--- src/rtl/rv_pkg.sv ---
// rtl/rv_pkg.sv - shared writeback FSM states and load funct3 encodings
package rv_pkg;

  typedef enum logic [1:0] {
    ST_IDLE     = 2'd0,
    ST_WAIT_MEM = 2'd1,
    ST_WB       = 2'd2
  } wbu_state_e;

  localparam logic [2:0] F3_LB  = 3'd0;
  localparam logic [2:0] F3_LH  = 3'd1;
  localparam logic [2:0] F3_LW  = 3'd2;
  localparam logic [2:0] F3_LD  = 3'd3;
  localparam logic [2:0] F3_LBU = 3'd4;
  localparam logic [2:0] F3_LHU = 3'd5;
  localparam logic [2:0] F3_LWU = 3'd6;

  // Byte offset inside the 8-byte word, forced down to the access size alignment.
  function automatic logic [2:0] align_offset(input logic [2:0] funct3, input logic [2:0] addr);
    logic [2:0] off;
    case (funct3[1:0])
      2'd0:    off = addr;
      2'd1:    off = {addr[2:1], 1'b0};
      2'd2:    off = {addr[2], 2'b00};
      default: off = 3'd0;
    endcase
    return off;
  endfunction

endpackage

--- src/rtl/load_align.sv ---
// rtl/load_align.sv - combinational load data extraction and sign/zero extension
module load_align
  import rv_pkg::*;
#(
  parameter int DATA_WIDTH = 64
) (
  input  logic [DATA_WIDTH-1:0] rdata_i,
  input  logic [2:0]            addr_i,
  input  logic [2:0]            funct3_i,
  output logic [DATA_WIDTH-1:0] data_o
);

  logic [2:0]            offset;
  logic [DATA_WIDTH-1:0] shifted;

  always_comb begin
    offset  = align_offset(funct3_i, addr_i);
    shifted = rdata_i >> {offset, 3'b000};
    data_o  = '0;
    case (funct3_i)
      F3_LB:   data_o = {{(DATA_WIDTH-8){shifted[7]}}, shifted[7:0]};
      F3_LH:   data_o = {{(DATA_WIDTH-16){shifted[15]}}, shifted[15:0]};
      F3_LW:   data_o = {{(DATA_WIDTH-32){shifted[31]}}, shifted[31:0]};
      F3_LD:   data_o = shifted;
      F3_LBU:  data_o = {{(DATA_WIDTH-8){1'b0}}, shifted[7:0]};
      F3_LHU:  data_o = {{(DATA_WIDTH-16){1'b0}}, shifted[15:0]};
      F3_LWU:  data_o = {{(DATA_WIDTH-32){1'b0}}, shifted[31:0]};
      default: data_o = '0;
    endcase
  end

endmodule

--- src/rtl/wbu.sv ---
// rtl/wbu.sv - writeback unit: retires ALU results and aligned loads to the register file
// Optional retired-instruction counter instret_o is built when WBU_PERF_CNT_EN is defined.
module wbu
  import rv_pkg::*;
#(
  parameter int DATA_WIDTH = 64
) (
  input  logic                  clk,
  input  logic                  rst_n,
  input  logic                  in_valid_i,
  output logic                  in_ready_o,
  input  logic [DATA_WIDTH-1:0] alu_res_i,
  input  logic [4:0]            rd_i,
  input  logic                  wen_i,
  input  logic                  is_load_i,
  input  logic [2:0]            ld_funct3_i,
  input  logic                  mem_rvalid_i,
  input  logic [DATA_WIDTH-1:0] mem_rdata_i,
  output logic                  rf_wen_o,
  output logic [4:0]            rf_waddr_o,
  output logic [DATA_WIDTH-1:0] rf_wdata_o,
  output logic                  retire_o
`ifdef WBU_PERF_CNT_EN
  ,
  output logic [63:0]           instret_o
`endif
);

  wbu_state_e            state_q, state_d;
  logic [4:0]            pend_rd_q, pend_rd_d;
  logic                  pend_wen_q, pend_wen_d;
  logic [2:0]            pend_f3_q, pend_f3_d;
  logic [2:0]            pend_off_q, pend_off_d;
  logic [4:0]            wb_rd_q, wb_rd_d;
  logic                  wb_wen_q, wb_wen_d;
  logic [DATA_WIDTH-1:0] wb_data_q, wb_data_d;
  logic [DATA_WIDTH-1:0] load_data;
  logic                  xfer;

  load_align #(.DATA_WIDTH(DATA_WIDTH)) u_load_align (
    .rdata_i  (mem_rdata_i),
    .addr_i   (pend_off_q),
    .funct3_i (pend_f3_q),
    .data_o   (load_data)
  );

  assign in_ready_o = (state_q != ST_WAIT_MEM);
  assign xfer       = in_valid_i && in_ready_o;
  assign retire_o   = (state_q == ST_WB);
  assign rf_wen_o   = retire_o && wb_wen_q && (wb_rd_q != 5'd0);
  assign rf_waddr_o = wb_rd_q;
  assign rf_wdata_o = wb_data_q;

  // The wb_* registers only change on entry to WB, so the write port holds its last value elsewhere.
  always_comb begin
    state_d    = state_q;
    pend_rd_d  = pend_rd_q;
    pend_wen_d = pend_wen_q;
    pend_f3_d  = pend_f3_q;
    pend_off_d = pend_off_q;
    wb_rd_d    = wb_rd_q;
    wb_wen_d   = wb_wen_q;
    wb_data_d  = wb_data_q;
    case (state_q)
      ST_IDLE, ST_WB: begin
        state_d = ST_IDLE;
        if (xfer) begin
          if (is_load_i) begin
            state_d    = ST_WAIT_MEM;
            pend_rd_d  = rd_i;
            pend_wen_d = wen_i;
            pend_f3_d  = ld_funct3_i;
            pend_off_d = alu_res_i[2:0];
          end else begin
            state_d   = ST_WB;
            wb_rd_d   = rd_i;
            wb_wen_d  = wen_i;
            wb_data_d = alu_res_i;
          end
        end
      end
      ST_WAIT_MEM: begin
        if (mem_rvalid_i) begin
          state_d   = ST_WB;
          wb_rd_d   = pend_rd_q;
          wb_wen_d  = pend_wen_q;
          wb_data_d = load_data;
        end
      end
      default: state_d = ST_IDLE;
    endcase
  end

  always_ff @(posedge clk or negedge rst_n) begin
    if (!rst_n) begin
      state_q    <= ST_IDLE;
      pend_rd_q  <= '0;
      pend_wen_q <= 1'b0;
      pend_f3_q  <= '0;
      pend_off_q <= '0;
      wb_rd_q    <= '0;
      wb_wen_q   <= 1'b0;
      wb_data_q  <= '0;
    end else begin
      state_q    <= state_d;
      pend_rd_q  <= pend_rd_d;
      pend_wen_q <= pend_wen_d;
      pend_f3_q  <= pend_f3_d;
      pend_off_q <= pend_off_d;
      wb_rd_q    <= wb_rd_d;
      wb_wen_q   <= wb_wen_d;
      wb_data_q  <= wb_data_d;
    end
  end

`ifdef WBU_PERF_CNT_EN
  logic [63:0] instret_q, instret_d;

  always_comb begin
    instret_d = instret_q;
    if (retire_o) instret_d = instret_q + 64'd1;
  end

  always_ff @(posedge clk or negedge rst_n) begin
    if (!rst_n) instret_q <= '0;
    else        instret_q <= instret_d;
  end

  assign instret_o = instret_q;
`endif

endmodule

--- config.mk ---
export PLATFORM = sky130hd
export DESIGN_NAME = wbu
export DESIGN_NICKNAME = d
export VERILOG_FILES = /design/src/rtl/rv_pkg.sv /design/src/rtl/load_align.sv /design/src/rtl/wbu.sv
export SDC_FILE = /design/constraint.sdc
export NUM_CORES = 1
export LEC_CHECK = 0
export BUFFER_PORTS_ARGS = -buffer_cell sky130_fd_sc_hd__buf_2
export CORE_UTILIZATION = 50
export DETAILED_ROUTE_END_ITERATION = 6
export MAX_ROUTING_LAYER = met4
export PLACE_DENSITY = 0.88
export SYNTH_ARGS = -nofsm -noshare
export SYNTH_HDL_FRONTEND = slang
export SYNTH_SLANG_ARGS = --single-unit
--- constraint.sdc ---
create_clock -name clk -period 2.5 [get_ports clk]
set_clock_uncertainty 0.05 [all_clocks]
set_input_delay 0.25 -clock clk [delete_from_list [all_inputs] [get_ports clk]]
set_output_delay 0.25 -clock clk [all_outputs]
set_load 0.02 [all_outputs]
# == Word level (Yosys, flattened, before mapping) ==
# Index checks and enable logic that the tools add are counted.
# op_classes
reduce_logical,11
shift,1
n_eq_ne,14
n_mux,18
# op_table
cell,count
64-bit one-hot mux with 7 select lines,1
64-bit 2-to-1 mux,3
64-bit one-hot mux with 2 select lines,1
64-bit by 6-bit >> shifter with 64-bit output,1
5-bit 2-to-1 mux,3
5-bit one-hot mux with 2 select lines,1
3-bit == test (second input constant),3
3-bit one-hot mux with 3 select lines,1
3-bit by 2-bit == test with 1-bit output (second input constant),2
2-bit 2-to-1 mux,3
2-bit inequality test (second input constant),3
5-bit nonzero test,1
2-bit by 1-bit == test with 1-bit output (second input constant),2
2-bit == test (second input constant),2
2-bit zero test,2
2-bit one-hot mux with 2 select lines,1
4-bit AND reduction,1
3-bit by 1-bit == test with 1-bit output (second input constant),1
1-bit logical AND,3
3-bit zero test,1
1-bit 2-to-1 mux,3
3-bit AND reduction,1
2-bit by 1-bit inequality test with 1-bit output (second input constant),1
1-bit one-hot mux with 2 select lines,1
other kinds (2),2
# word_totals
output_inout_bits,72
register_bits,84

# == Longest topological paths before layout ==
# Gate-level depths: netlist of run 1.
# logic_depth
word_depth,6
ltp_mapped,9
mapped_depth_nobuf,6

# == Modules after synthesis ==
# Synthesis of run 1 repeated with hierarchy kept, for this count alone.
# unflattened
cells_unflattened,777
hier_area_um2,6860.3
# modules_own_cells
mod,n_inst,cells_each,area_per_inst_um2,seq_area_each_um2
wbu,1,449,4833.4,2102.0
load_align,1,328,2026.9,0.0

# == Worst setup path before layout of run 1 ==
# OpenSTA, ideal clock, no wires.
# synth_timing
path_type,flip-flop to flip-flop
start,register pend_f3_q[0]
end,"register wb_data_q[28], in the netlist rf_wdata_o[28]"
setup_ps,138
setup_slack_ps,393
path_buffers,3
period_less_slack_ps,2107
arrival_ps,1919
path_stages_with_launch,10
path_cell_list,dfrtp_1 buf_2 nor3b_2 buf_4 buf_6 mux2_1 a32oi_1 nor2_1 a21oi_1 a31oi_1
# synth_between
elab_chain_len,6
word_cells_on_any_way,15
# synth_lines
item,line_no,rtl
"start, declared",wbu.sv:32,"logic [2:0] pend_f3_q, pend_f3_d;"
"start signal, assigned",wbu.sv:108,pend_f3_q <= pend_f3_d;
"2-bit == test, or another cell as far along",rv_pkg.sv:21,case (funct3[1:0])
3-bit one-hot mux with 3 select lines,rv_pkg.sv:21,
64-bit by 6-bit >> shifter with 64-bit output,load_align.sv:18,"shifted = rdata_i >> {offset, 3'b000};"
64-bit one-hot mux with 7 select lines *,load_align.sv:20,case (funct3_i)
64-bit 2-to-1 mux *,wbu.sv:83,if (mem_rvalid_i) begin
64-bit one-hot mux with 2 select lines *,wbu.sv:64,case (state_q)
"end signal, assigned",wbu.sv:112,wb_data_q <= wb_data_d;
"end, declared",wbu.sv:36,"logic [DATA_WIDTH-1:0] wb_data_q, wb_data_d;"
# Every way passes the cells marked *; elsewhere a longest branch is shown, timed or not. The select of a mux whose other input is x is not followed.
# A chain may end at the register's enable or synchronous reset.

# == Worst setup path after layout of run 1 ==
# layout_timing
start,register pend_f3_q[1]
end,"register wb_data_q[18], in the netlist rf_wdata_o[18]"
# Same word-level chain as after synthesis.

==> tab_implementation.tex, run 1 <==
\begin{tabular}{lr}
\hline
Metric & Value \\
\hline
\multicolumn{2}{l}{\textbf{Status}} \\
Result of the run & complete, no violations \\
\multicolumn{2}{l}{\textbf{Cells and area}} \\
Post-Layout Inst Area & 7290 um\^{}2 \\
Antenna diode count & 0 \\
Syn-to-layout area delta & 28.9\% \\
Number of nets at the end of the flow & 949 \\
Share of the core filled with cells & 66.7\% \\
Share of final-layout standard cells stronger than drive strength 1 & 40.3\% \\
\multicolumn{2}{l}{\textbf{Timing}} \\
RSZ-0062 raised after global routing & no \\
Normalized max-slew margin & 51.0\% \\
Share of the clock period used by the worst path after layout & 93.0\% \\
Highest attainable clock frequency & 0.430 GHz \\
Period minus WS final & 2.32 ns \\
Transition at the pin with the smallest max-transition slack & 0.733 ns \\
Count of endpoints failing hold in the final timing report & 0 \\
Max-slew violation count & 0 \\
Setup TNS after final layout & 0 ns \\
Final setup vio count & 0 \\
\multicolumn{2}{l}{\textbf{Worst setup path}} \\
Critical setup path kind & reg2reg \\
R2R setup slack & 0.18 ns \\
Worst R2R Start & pend\_f3\_q[1] \\
Crit. End Element & flop \\
WP data arrival & 2.52 ns \\
Maximum fanout along the worst path & 30 \\
Endpoint of the most critical setup path & rf\_wdata\_o[18] \\
Terminus of the critical flop-to-flop path & rf\_wdata\_o[18] \\
CP Data Required Time & 2.70 ns \\
Worst setup startpoint & pend\_f3\_q[1] \\
Depth of the most critical reg-to-reg path & 7 \\
Sort of element at the start of the critical path & flop \\
\multicolumn{2}{l}{\textbf{Power}} \\
Internal power & 4.03 mW \\
Fraction of power spent switching nets & 41.2\% \\
Power density over cell area & 939 nW/um\^{}2 \\
P\_sw & 2.82 mW \\
Worst IR drop on VDD & 0.535 mV \\
Power share of the sequential group & 30.2\% \\
Power share of the clock group & 22.6\% \\
Comb pwr share & 47.2\% \\
Leakage power figure & 3.19 nW \\
Post-layout total power & 6.85 mW \\
\multicolumn{2}{l}{\textbf{Synthesis}} \\
Mean Syn Cell Area & 9.28 um\^{}2 \\
Area fraction of the dominant cell type after synthesis & 37.2\% \\
Net count after synthesis & 752 \\
Flops \& latches, synth & 84 \\
Fraction of registers with async set/reset & 100\% \\
Post-synth EDFFs & 0 \\
Number of cells produced by synthesis & 610 \\
Fraction of the yosys area taken by sequential cells & 37.2\% \\
Yosys synthesis warning count & 0 \\
Most frequently used flop master after synthesis & sky130\_fd\_sc\_hd\_\_dfrtp\_1 \\
Largest area contributor in the netlist & sky130\_fd\_sc\_hd\_\_dfrtp\_1 \\
Post-Syn Area & 5660 um\^{}2 \\
Cell types with the largest area share after synthesis & sky130\_fd\_sc\_hd\_\_dfrtp\_1 37\%, sky130\_fd\_sc\_hd\_\_mux4\_2 6.0\%, sky130\_fd\_sc\_hd\_\_a21oi\_1 5.8\%, sky130\_fd\_sc\_hd\_\_a221oi\_2 5.6\%, sky130\_fd\_sc\_hd\_\_nor2\_1 4.8\% \\
Distinct cell type count of the synthesized netlist & 58 \\
\multicolumn{2}{l}{\textbf{CTS}} \\
Number of clock sinks & 84 \\
Maximum level of the CTS H-tree & 3 \\
Clock slew seen by the registers of the worst setup and hold paths & 0.06 ns \\
CTS root buffer & sky130\_fd\_sc\_hd\_\_clkbuf\_16 \\
Maximum buffer depth of the clock tree & 2 \\
Clock tree from TritonCTS & yes \\
Clock buffers created by TritonCTS & 9 \\
Number of post-CTS setup repair buffers & 0 \\
Worst skew pair latency & 0.34 ns \\
\multicolumn{2}{l}{\textbf{Route}} \\
Drt wl/cell & 21.3 um \\
Routed vias/inst & 6.50 \\
Number of vias after detailed routing & 6186 \\
Antenna Nets Post-Route & 0 \\
Final Routed Wirelength & 20.3 mm \\
DR iter-0 viols & 808 \\
Iteration count of the initial detailed-routing pass & 7 \\
DRC violation count after routing & 0 \\
\multicolumn{2}{l}{\textbf{Min path}} \\
Hold path start & ld\_funct3\_i[0] \\
Worst min-delay path class & in2reg \\
\multicolumn{2}{l}{\textbf{Floorplanning}} \\
Vertical extent of the die & 108 um \\
Effective utilization at floorplan & 51.7\% \\
\# rows & 38 \\
Ports placed on the boundary & 214 \\
Total core area & 10900 um\^{}2 \\
X dimension of the die & 108 um \\
Die area & 11700 um\^{}2 \\
\multicolumn{2}{l}{\textbf{Global routing}} \\
Total routing resource utilization after global routing & 35.7\% \\
Residual overflow from global routing & 0 \\
Global-route wire length before repair & 30.9 mm \\
Initial antenna violation count & 0 \\
Number of global-route vias before repair & 5824 \\
Maximum number of pins on one net before global-route repair & 70 \\
\multicolumn{2}{l}{\textbf{Place}} \\
Detailed-placement wirelength estimate & 14.9 mm \\
Placed Instance Area & 6930 um\^{}2 \\
Number of buffer cells added on primary ports & 213 \\
Weighted congestion at the end of routability-driven global placement & 1.00 \\
\multicolumn{2}{l}{\textbf{Job}} \\
Max Cap Viol & 0 \\
\hline
\end{tabular}
## power groups by stage
stage / Sequential, mW / Combinational, mW / Clock (mW)
after floorplan: 2.51 / 1.66 / 0
after global placement: 2.07 / 3.11 / 0
after detailed placement: 2.07 / 3.18 / 0
after CTS: 2.06 / 3.19 / 1.56
after global routing: 2.11 / 3.47 / 1.62
final: 2.07 / 3.23 / 1.55
## flip-flops by register name (all words and copies together) (netlist names)
register	flops
rf_wdata_o	64
pend_rd_q	5
rf_waddr_o	5
pend_f3_q	3
pend_off_q	3
state_q	2
pend_wen_q	1
wb_wen_q	1
## synth_stat cells, drive strengths merged, types with 9 or more instances
cell    count
buf        20
mux2       20
nand3      16
and2       10
o22ai       9
nand2      47
a211oi     22
a31oi      32
nor2       74
a221oi     34
dfrtp      84
clkbuf     37
nor3       12
a21oi      66
a22oi      26
mux4       15
o21ai      17
## worst min path at each step
stage / to / slack (ns) / cells after the start
detailed placement: rf_wdata_o[48] / 0.22 / 1
floorplan: pend_f3_q[0] / -0.1 / 0
global route: pend_wen_q / 0.10 / 2
global placement: rf_wdata_o[53] / 0.21 / 1
CTS: pend_f3_q[0] / 0.1 / 2
finish: pend_f3_q[0] / 0.10 / 2
## through the flow
| step | worst slack [ns] | instances | hold slack (ns) |
|---|---|---|---|
| detailed placement | 0.187 | 935 | 0.221 |
| CTS | 0.167 | 952 | 0.0967 |
| global placement | 0.255 | 935 | 0.211 |
| floorplan | 0.393 | 610 | -0.0956 |
| global route | 0.0130 | 952 | 0.105 |
| finish | 0.176 | 952 | 0.104 |
## cells in the final DEF (no fill, tap or decap), types with 12 or more instances in the layout
master	n
sky130_fd_sc_hd__a22oi_1	26
sky130_fd_sc_hd__a211oi_1	21
sky130_fd_sc_hd__nand2_1	47
sky130_fd_sc_hd__a221oi_1	13
sky130_fd_sc_hd__a221oi_2	21
sky130_fd_sc_hd__dfrtp_1	84
sky130_fd_sc_hd__mux4_2	15
sky130_fd_sc_hd__nor2_1	72
sky130_fd_sc_hd__nand3_1	16
sky130_fd_sc_hd__mux2_2	17
sky130_fd_sc_hd__nor3_1	12
sky130_fd_sc_hd__buf_4	24
sky130_fd_sc_hd__a31oi_1	31
sky130_fd_sc_hd__buf_2	212
sky130_fd_sc_hd__o21ai_0	15
sky130_fd_sc_hd__a21oi_1	66
## metal layers
metal / GRT usage [%] / routed length [um] / up-vias / part of all wire [%]
met5: - / 0 / - / 0
met4: 12.9 / 557 / 0 / 2.7
met3: 8.86 / 2300 / 50 / 11
met2: 54.2 / 9470 / 445 / 47
met1: 46.2 / 7950 / 2955 / 39
li1: - / - / 2736 / -
## repair_timing
item	4_1_cts	5_1_grt
gates resized for setup	0	1
hold buffers	1	0
hold endpoints to repair	39	0
setup endpoints to repair	0	3
## critical path, stage by stage, from the launching register on
cell	delay [ns]
sky130_fd_sc_hd__dfrtp_1	0.42
sky130_fd_sc_hd__buf_12	0.18
sky130_fd_sc_hd__nor3b_4	0.23
sky130_fd_sc_hd__buf_12	0.25
sky130_fd_sc_hd__a221oi_2	0.12
sky130_fd_sc_hd__o21bai_2	0.30
sky130_fd_sc_hd__nand3_1	0.38
sky130_fd_sc_hd__a31oi_1	0.29
## layout make-up
| class | instances | area (um^2) |
|---|---|---|
| timing repair buffer | 243 | 1370 |
| clock inverter | 6 | 111 |
| multi-input combinational | 461 | 3270 |
| clock buffer | 10 | 229 |
| inverter | 8 | 32.5 |
| tap | 140 | 175 |
| sequential | 84 | 2100 |
| fill | 911 | 3640 |
## cells by family (layout without fill, tap and decap cells)
| logic type | count (synthesis) | after routing | share of synthesized area (%) |
|---|---|---|---|
| compound gates | 233 | 233 | 30.8 |
| simple gates | 185 | 185 | 15.3 |
| flops | 84 | 84 | 37.2 |
| buf+inv | 65 | 267 | 5.35 |
| mux | 43 | 43 | 11.4 |
No activity file was read; power rests on OpenSTA's default activity.
==> run 2, diff against run 1 <==
PLACE_DENSITY = 0.81   (was 0.88)
==> tab_implementation.tex, run 2 (synthesis results as in run 1) <==
\begin{tabular}{lr}
\hline
Metric & Value \\
\hline
\multicolumn{2}{l}{\textbf{Cells and area}} \\
Number of nets at the end of the flow & 948 (-0.11\%) \\
Commonest non-fill, non-tap cell in the layout & sky130\_fd\_sc\_hd\_\_buf\_2 \\
Antenna diode count & 0 (unchanged) \\
Area occupied by multi-input gates & 3260 um\^{}2 (-0.27\%) \\
Max FFs per register & 64 (unchanged) \\
Most frequent cells in the layout & 212 x sky130\_fd\_sc\_hd\_\_buf\_2, 84 x sky130\_fd\_sc\_hd\_\_dfrtp\_1, 72 x sky130\_fd\_sc\_hd\_\_nor2\_1 \\
Storage element area & 2100 um\^{}2 (unchanged) \\
Syn-to-layout area delta & 27.9\% \\
Final Non-Filler Cells & 951 (-0.11\%) \\
Share of final-layout standard cells stronger than drive strength 1 & 40.3\% (+0.050 points) \\
Share of the core filled with cells & 66.2\% (-0.50 points) \\
Filler cells & 910 (-0.11\%) \\
\multicolumn{2}{l}{\textbf{Worst setup path}} \\
Maximum fanout along the worst path & 14 (-53\%) \\
Cell-by-cell listing of the critical path & buf\_4 -> and2\_4 -> nor2\_2 -> a221o\_1 -> o221ai\_4 -> nand4\_2 -> a31oi\_1 \\
Total stage count of the critical path & 7 (unchanged) \\
Sort of element at the start of the critical path & flop \\
Critical setup path kind & reg2reg \\
Slowest stage cell, crit path & sky130\_fd\_sc\_hd\_\_dfrtp\_1 \\
Number of buffer and inverter stages on the critical path & 1 (-1) \\
Crit. End Element & flop \\
Worst R2R Start & pend\_f3\_q[0] \\
Kind of cell adding the most delay to the critical path & compound AO/OA/AOI/OAI gates \\
WP data arrival & 2.62 ns (+0.10 ns) \\
Depth of the most critical reg-to-reg path & 7 (unchanged) \\
CP Data Required Time & 2.70 ns (about the same) \\
Stage delay of the slowest cell on the critical path & 0.49 ns (+0.07 ns) \\
Worst setup startpoint & pend\_f3\_q[0] \\
\multicolumn{2}{l}{\textbf{Floorplanning}} \\
Effective utilization at floorplan & 51.7\% (unchanged) \\
X dimension of the die & 108 um (unchanged) \\
Total core area & 10900 um\^{}2 (unchanged) \\
\# rows & 38 (unchanged) \\
Ports placed on the boundary & 214 (unchanged) \\
Die area & 11700 um\^{}2 (unchanged) \\
Vertical extent of the die & 108 um (unchanged) \\
\multicolumn{2}{l}{\textbf{Timing}} \\
Transition at the pin with the smallest max-transition slack & 0.755 ns (+0.0215 ns) \\
Normalized max-slew margin & 49.5\% (-1.4 points) \\
RSZ-0062 raised after global routing & yes \\
Period minus WS final & 2.42 ns (+0.0964 ns) \\
Highest attainable clock frequency & 0.413 GHz (-4.0\%) \\
Minimum hold slack & 0.0831 ns (-0.0205 ns) \\
Max-slew violation count & 0 (unchanged) \\
Share of the clock period used by the worst path after layout & 96.8\% (+3.9 points) \\
Final setup vio count & 0 (unchanged) \\
Count of endpoints failing hold in the final timing report & 0 (unchanged) \\
\multicolumn{2}{l}{\textbf{CTS}} \\
Maximum buffer depth of the clock tree & 2 (unchanged) \\
Clock buffers created by TritonCTS & 9 (unchanged) \\
Worst skew pair latency & 0.34 ns (about the same) \\
CTS root buffer & sky130\_fd\_sc\_hd\_\_clkbuf\_16 \\
Number of post-CTS setup repair buffers & 0 (unchanged) \\
Clock slew seen by the registers of the worst setup and hold paths & 0.06 ns (about the same) \\
Number of clock sinks & 84 (unchanged) \\
Clock tree from TritonCTS & yes \\
Maximum level of the CTS H-tree & 3 (unchanged) \\
\multicolumn{2}{l}{\textbf{Route}} \\
Routed vias/inst & 6.50 (about the same) \\
Iteration count of the initial detailed-routing pass & 6 (-1) \\
Drt wl/cell & 21.9 um (+2.6\%) \\
DRC violation count after routing & 0 (unchanged) \\
Final Routed Wirelength & 20.8 mm (+2.5\%) \\
Antenna Nets Post-Route & 0 (unchanged) \\
DR iter-0 viols & 700 (-13\%) \\
Number of vias after detailed routing & 6184 (-0.032\%) \\
\multicolumn{2}{l}{\textbf{Power}} \\
Fraction of power spent switching nets & 42.1\% (+0.96 points) \\
Comb pwr share & 47.6\% (+0.4 points) \\
Power share of the sequential group & 31.1\% (+0.9 points) \\
Internal power & 3.89 mW (-3.4\%) \\
Leakage power figure & 3.18 nW (-0.51\%) \\
Post-layout total power & 6.72 mW (-1.8\%) \\
Power share of the clock group & 21.3\% (-1.3 points) \\
P\_sw & 2.83 mW (+0.49\%) \\
Worst IR drop on VDD & 0.507 mV (-5.3\%) \\
Power density over cell area & 929 nW/um\^{}2 (-1.0\%) \\
\multicolumn{2}{l}{\textbf{Min path}} \\
Worst min-delay path class & in2reg \\
Hold path start & ld\_funct3\_i[2] \\
Number of cells on the worst hold path & 2 (unchanged) \\
\multicolumn{2}{l}{\textbf{Job}} \\
Max Cap Viol & 0 (unchanged) \\
\multicolumn{2}{l}{\textbf{Global routing}} \\
Maximum number of pins on one net before global-route repair & 63 (-10\%) \\
Global-route wire length before repair & 32.1 mm (+3.7\%) \\
Residual overflow from global routing & 0 (unchanged) \\
Number of global-route vias before repair & 5885 (+1.0\%) \\
Total routing resource utilization after global routing & 37.3\% (+1.6 points) \\
Initial antenna violation count & 0 (unchanged) \\
\multicolumn{2}{l}{\textbf{Place}} \\
Number of buffer cells added on primary ports & 213 (unchanged) \\
Detailed-placement wirelength estimate & 15.6 mm (+4.6\%) \\
Weighted congestion at the end of routability-driven global placement & 0.982 (-2.1\%) \\
Instance count after placement with tap cells included & 934 (-0.11\%) \\
\multicolumn{2}{l}{\textbf{Status}} \\
Result of the run & complete, no violations \\
\hline
\end{tabular}
## run 2: cell count changes in the layout (fill, tap and decap cells not counted), sizes merged
| cell | delta |
|---|---|
| inv | -1 |
| buf | -1 |
| clkinvlp | -1 |
| clkinv | +2 |
| bufinv | -2 |
| clkbuf | +2 |
## run 2: what timing repair did
action / CTS / global route
endpoints found under the setup margin: 0 / 4
gates resized for setup: 0 / 1
endpoints found under the hold margin: 38 / 0
hold buffers: 1 / 0
## run 2: cell type report
class,count,area share (%)
clock buffers,12,3.68
flip-flops and latches,84,29.0
clock inverters,4,0.778
well taps,140,2.42
inverters,8,0.450
repair buffers,242,18.6
multi-input cells,461,45.1
## run 2: worst paths after layout
path	slack, ns	endpoint
setup reg to reg	0.08	rf_wdata_o[26]
setup / recovery	0.08	rf_wdata_o[26]
max in group asynchronous	1.38	rf_wdata_o[40]
hold / removal	0.08	pend_f3_q[2]
hold reg to reg	0.45	rf_wdata_o[15]
min in group asynchronous	0.37	pend_rd_q[4]
## run 2: metal layers
layer	GRT usage, %	routed length [um]	vias to the layer above
met5	-	0	-
met4	15.0	692	0
met3	9.22	2400	50
met2	55.5	9430	453
met1	48.7	8250	2946
li1	-	-	2735
## run 2: worst register-to-register path, stage by stage, from the launching register on
cell and delay (ns):
sky130_fd_sc_hd__dfrtp_1 0.49, sky130_fd_sc_hd__buf_4 0.22, sky130_fd_sc_hd__and2_4 0.17, sky130_fd_sc_hd__nor2_2 0.05, sky130_fd_sc_hd__a221o_1 0.33, sky130_fd_sc_hd__o221ai_4 0.24
sky130_fd_sc_hd__nand4_2 0.45, sky130_fd_sc_hd__a31oi_1 0.33
## run 2: power by group through the flow
stage	combinational [mW]	sequential [mW]	clock, mW
after floorplan	1.66	2.51	0
after global placement	3.11	2.08	0
after detailed placement	3.17	2.09	0
after CTS	3.17	2.08	1.43
after global routing	3.45	2.13	1.50
final	3.20	2.09	1.43
## run 2: per-stage QoR
step	setup WS (ns)	TNS [ns]	area [um^2]
after floorplan	0.393	0	5660
after global placement	0.229	0	6900
after detailed placement	0.174	0	6900
after CTS	0.0726	0	7230
after global routing	-0.0273	-0.0854	7240
final	0.0797	0	7240
==> run 3, diff against run 2 <==
--- a/config.mk
+++ b/config.mk
@@ -10,2 +10,3 @@
 export DETAILED_ROUTE_END_ITERATION = 6
+export GPL_TIMING_DRIVEN = 0
 export MAX_ROUTING_LAYER = met4
==> constraint.sdc (replaced) <==
create_clock -name clk -period 2.5 [get_ports clk]
set_clock_uncertainty 0.05 [all_clocks]
set_input_delay 0.375 -clock clk [delete_from_list [all_inputs] [get_ports clk]]
set_output_delay 0.375 -clock clk [all_outputs]
set_load 0.02 [all_outputs]
==> tab_implementation.tex, run 3 (synthesis results as in run 1) <==
\begin{tabular}{lr}
\hline
Metric & Value \\
\hline
\multicolumn{2}{l}{\textbf{Cells and area}} \\
Number of nets at the end of the flow & 986 (+4.0\%) \\
Commonest non-fill, non-tap cell in the layout & sky130\_fd\_sc\_hd\_\_buf\_2 \\
Filler cells & 908 (-0.22\%) \\
Share of final-layout standard cells stronger than drive strength 1 & 39.3\% (-0.98 points) \\
Max FFs per register & 64 (unchanged) \\
Final Non-Filler Cells & 990 (+4.1\%) \\
Syn-to-layout area delta & 30.7\% \\
Most frequent cells in the layout & 221 x sky130\_fd\_sc\_hd\_\_buf\_2, 84 x sky130\_fd\_sc\_hd\_\_dfrtp\_1, 72 x sky130\_fd\_sc\_hd\_\_nor2\_1 \\
\multicolumn{2}{l}{\textbf{CTS}} \\
Number of clock sinks & 84 (unchanged) \\
Maximum buffer depth of the clock tree & 2 (unchanged) \\
Clock buffers created by TritonCTS & 9 (unchanged) \\
Maximum level of the CTS H-tree & 3 (unchanged) \\
Worst skew pair latency & 0.35 ns (about the same) \\
Clock tree from TritonCTS & yes \\
CTS root buffer & sky130\_fd\_sc\_hd\_\_clkbuf\_16 \\
Clock slew seen by the registers of the worst setup and hold paths & 0.07 ns (about the same) \\
\multicolumn{2}{l}{\textbf{Global routing}} \\
Residual overflow from global routing & 0 (unchanged) \\
Global-route track usage on met3 & 9.40\% (+0.18 points) \\
Met1 usage in global routing & 51.7\% (+3.0 points) \\
Initial antenna violation count & 1 (+1) \\
Layer carrying the most global-route usage & met2 \\
Global-route wire length before repair & 34.1 mm (+6.5\%) \\
Total routing resource utilization after global routing & 40.5\% (+3.3 points) \\
Number of global-route vias before repair & 6178 (+5.0\%) \\
Met2 track utilization from global routing & 60.0\% (+4.5 points) \\
Maximum number of pins on one net before global-route repair & 46 (-27\%) \\
\multicolumn{2}{l}{\textbf{Power}} \\
Fraction of power spent switching nets & 42.9\% (+0.71 points) \\
Internal power & 3.97 mW (+2.0\%) \\
Post-layout total power & 6.94 mW (+3.3\%) \\
Power share of the clock group & 21.9\% (+0.6 points) \\
Comb pwr share & 48.5\% (+0.9 points) \\
Power density over cell area & 939 nW/um\^{}2 (+1.0\%) \\
Worst IR drop on VDD & 0.753 mV (+49\%) \\
P\_sw & 2.98 mW (+5.0\%) \\
Leakage power figure & 3.23 nW (+1.6\%) \\
Power share of the sequential group & 29.7\% (-1.4 points) \\
\multicolumn{2}{l}{\textbf{Route}} \\
Final Routed Wirelength & 22.9 mm (+10\%) \\
DR iter-0 viols & 787 (+12\%) \\
Routed vias/inst & 6.56 (+0.94\%) \\
Iteration count of the initial detailed-routing pass & 5 (-1) \\
Drt wl/cell & 23.2 um (+6.1\%) \\
Antenna Nets Post-Route & 0 (unchanged) \\
Number of vias after detailed routing & 6498 (+5.1\%) \\
DRC violation count after routing & 0 (unchanged) \\
\multicolumn{2}{l}{\textbf{Floorplanning}} \\
X dimension of the die & 108 um (unchanged) \\
Total core area & 10900 um\^{}2 (unchanged) \\
Effective utilization at floorplan & 51.7\% (unchanged) \\
Vertical extent of the die & 108 um (unchanged) \\
Ports placed on the boundary & 214 (unchanged) \\
Die area & 11700 um\^{}2 (unchanged) \\
\# rows & 38 (unchanged) \\
\multicolumn{2}{l}{\textbf{Timing}} \\
Period minus WS final & 2.45 ns (+0.0286 ns) \\
Normalized max-slew margin & 36.0\% (-14 points) \\
RSZ-0062 raised after global routing & yes \\
Share of the clock period used by the worst path after layout & 98.0\% (+1.1 points) \\
Final worst-path setup slack & 0.0511 ns (-0.0286 ns) \\
Minimum hold slack & 0.205 ns (+0.122 ns) \\
Final setup vio count & 0 (unchanged) \\
Transition at the pin with the smallest max-transition slack & 0.953 ns (+0.198 ns) \\
Max-slew violation count & 0 (unchanged) \\
Highest attainable clock frequency & 0.408 GHz (-1.2\%) \\
Count of endpoints failing hold in the final timing report & 0 (unchanged) \\
\multicolumn{2}{l}{\textbf{Place}} \\
Weighted congestion at the end of routability-driven global placement & 0.984 (+0.17\%) \\
Number of buffer cells added on primary ports & 213 (unchanged) \\
Detailed-placement wirelength estimate & 17.6 mm (+13\%) \\
Post-placement worst setup slack & -0.126 ns (-0.299 ns) \\
Instance count after placement with tap cells included & 964 (+3.2\%) \\
\multicolumn{2}{l}{\textbf{Worst setup path}} \\
Number of buffer and inverter stages on the critical path & 4 (+3) \\
Sort of element at the start of the critical path & flop \\
Cell-by-cell listing of the critical path & nor2b\_1 -> buf\_2 -> inv\_2 -> clkbuf\_2 -> buf\_2 \\
Most Frequent Cell on Critical Path & sky130\_fd\_sc\_hd\_\_buf\_2 \\
Slowest stage cell, crit path & sky130\_fd\_sc\_hd\_\_clkbuf\_2 \\
Maximum fanout along the worst path & 19 (+5) \\
Kind of cell adding the most delay to the critical path & buffers and inverters \\
Critical setup path kind & reg2out \\
Crit. End Element & output pin \\
WP data arrival & 2.02 ns (-0.60 ns) \\
CP Data Required Time & 2.08 ns (-0.62 ns) \\
Stage delay of the slowest cell on the critical path & 0.46 ns (-0.03 ns) \\
\multicolumn{2}{l}{\textbf{Job}} \\
Max Cap Viol & 0 (unchanged) \\
\multicolumn{2}{l}{\textbf{Min path}} \\
Worst min-delay path class & in2reg \\
\multicolumn{2}{l}{\textbf{Status}} \\
Result of the run & complete, no violations \\
\hline
\end{tabular}
[run 3: cell count changes in the layout (fill, tap and decap cells not counted), sizes merged]
cell      previous run  this run
bufinv               1         2
clkinvlp             0         1
clkbuf              12        48
clkinv               3         2
diode                0         1
inv                  8         9
[run 3: cell type report]
class	count	area, um^2	area share (%)
diodes	1	2.50	0.0338
plain buffers	56	284	3.84
clock buffers	10	239	3.23
clock inverters	6	93.8	1.27
inverters	8	31.3	0.423
multi-input cells	461	3300	44.7
flip-flops and latches	84	2100	28.4
well taps	140	175	2.37
repair buffers	224	1170	15.8
[run 3: per-stage QoR]
| stage | instance area, um^2 | util (%) | setup TNS, ns |
|---|---|---|---|
| after floorplan | 5660 | - | 0 |
| after global placement | 6900 | 63.1 | -1.87 |
| after detailed placement | 6920 | 63.3 | -2.66 |
| after CTS | 7290 | 66.7 | 0 |
| after global routing | 7400 | 67.6 | -0.00847 |
| final | 7400 | 67.6 | 0 |
[run 3: routing by layer]
metal	wire [um]	part of all wire, %	up-vias
met5	0	0	-
li1	-	-	2821
met3	2720	12	94
met1	8830	38	3082
met2	10300	45	501
met4	1120	4.9	0
[run 3: final timing paths]
kind                            slack, ns            from  cells after the start        endpoint
min in group asynchronous            0.52           rst_n                      2   rf_waddr_o[2]
worst max register to register       0.08    pend_f3_q[0]                      9  rf_wdata_o[27]
worst min register to register       0.43   rf_wdata_o[7]                      2   rf_wdata_o[7]
max in group asynchronous            1.24           rst_n                      3  rf_wdata_o[60]
worst max-delay path                 0.05      state_q[0]                      5      in_ready_o
worst min-delay path                 0.21  ld_funct3_i[1]                      2    pend_f3_q[1]
[run 3: repair_timing]
action                                 4_1_cts  5_1_grt
resized for setup                            9       13
endpoints found under the hold margin       14        0
pin swaps                                    0        4
hold buffers                                 1        0
setup buffers                                0        9
gates cloned                                 0        0
setup endpoints to repair                   34       32
[run 3: power groups by stage]
stage          clock [mW]  sequential, mW  combinational [mW]
3_5_place_dp            0            2.06                3.22
2_1_floorplan           0            2.51                1.66
5_1_grt              1.58            2.10                3.58
3_3_place_gp            0            2.05                3.16
6_report             1.52            2.06                3.36
4_1_cts              1.52            2.05                3.25
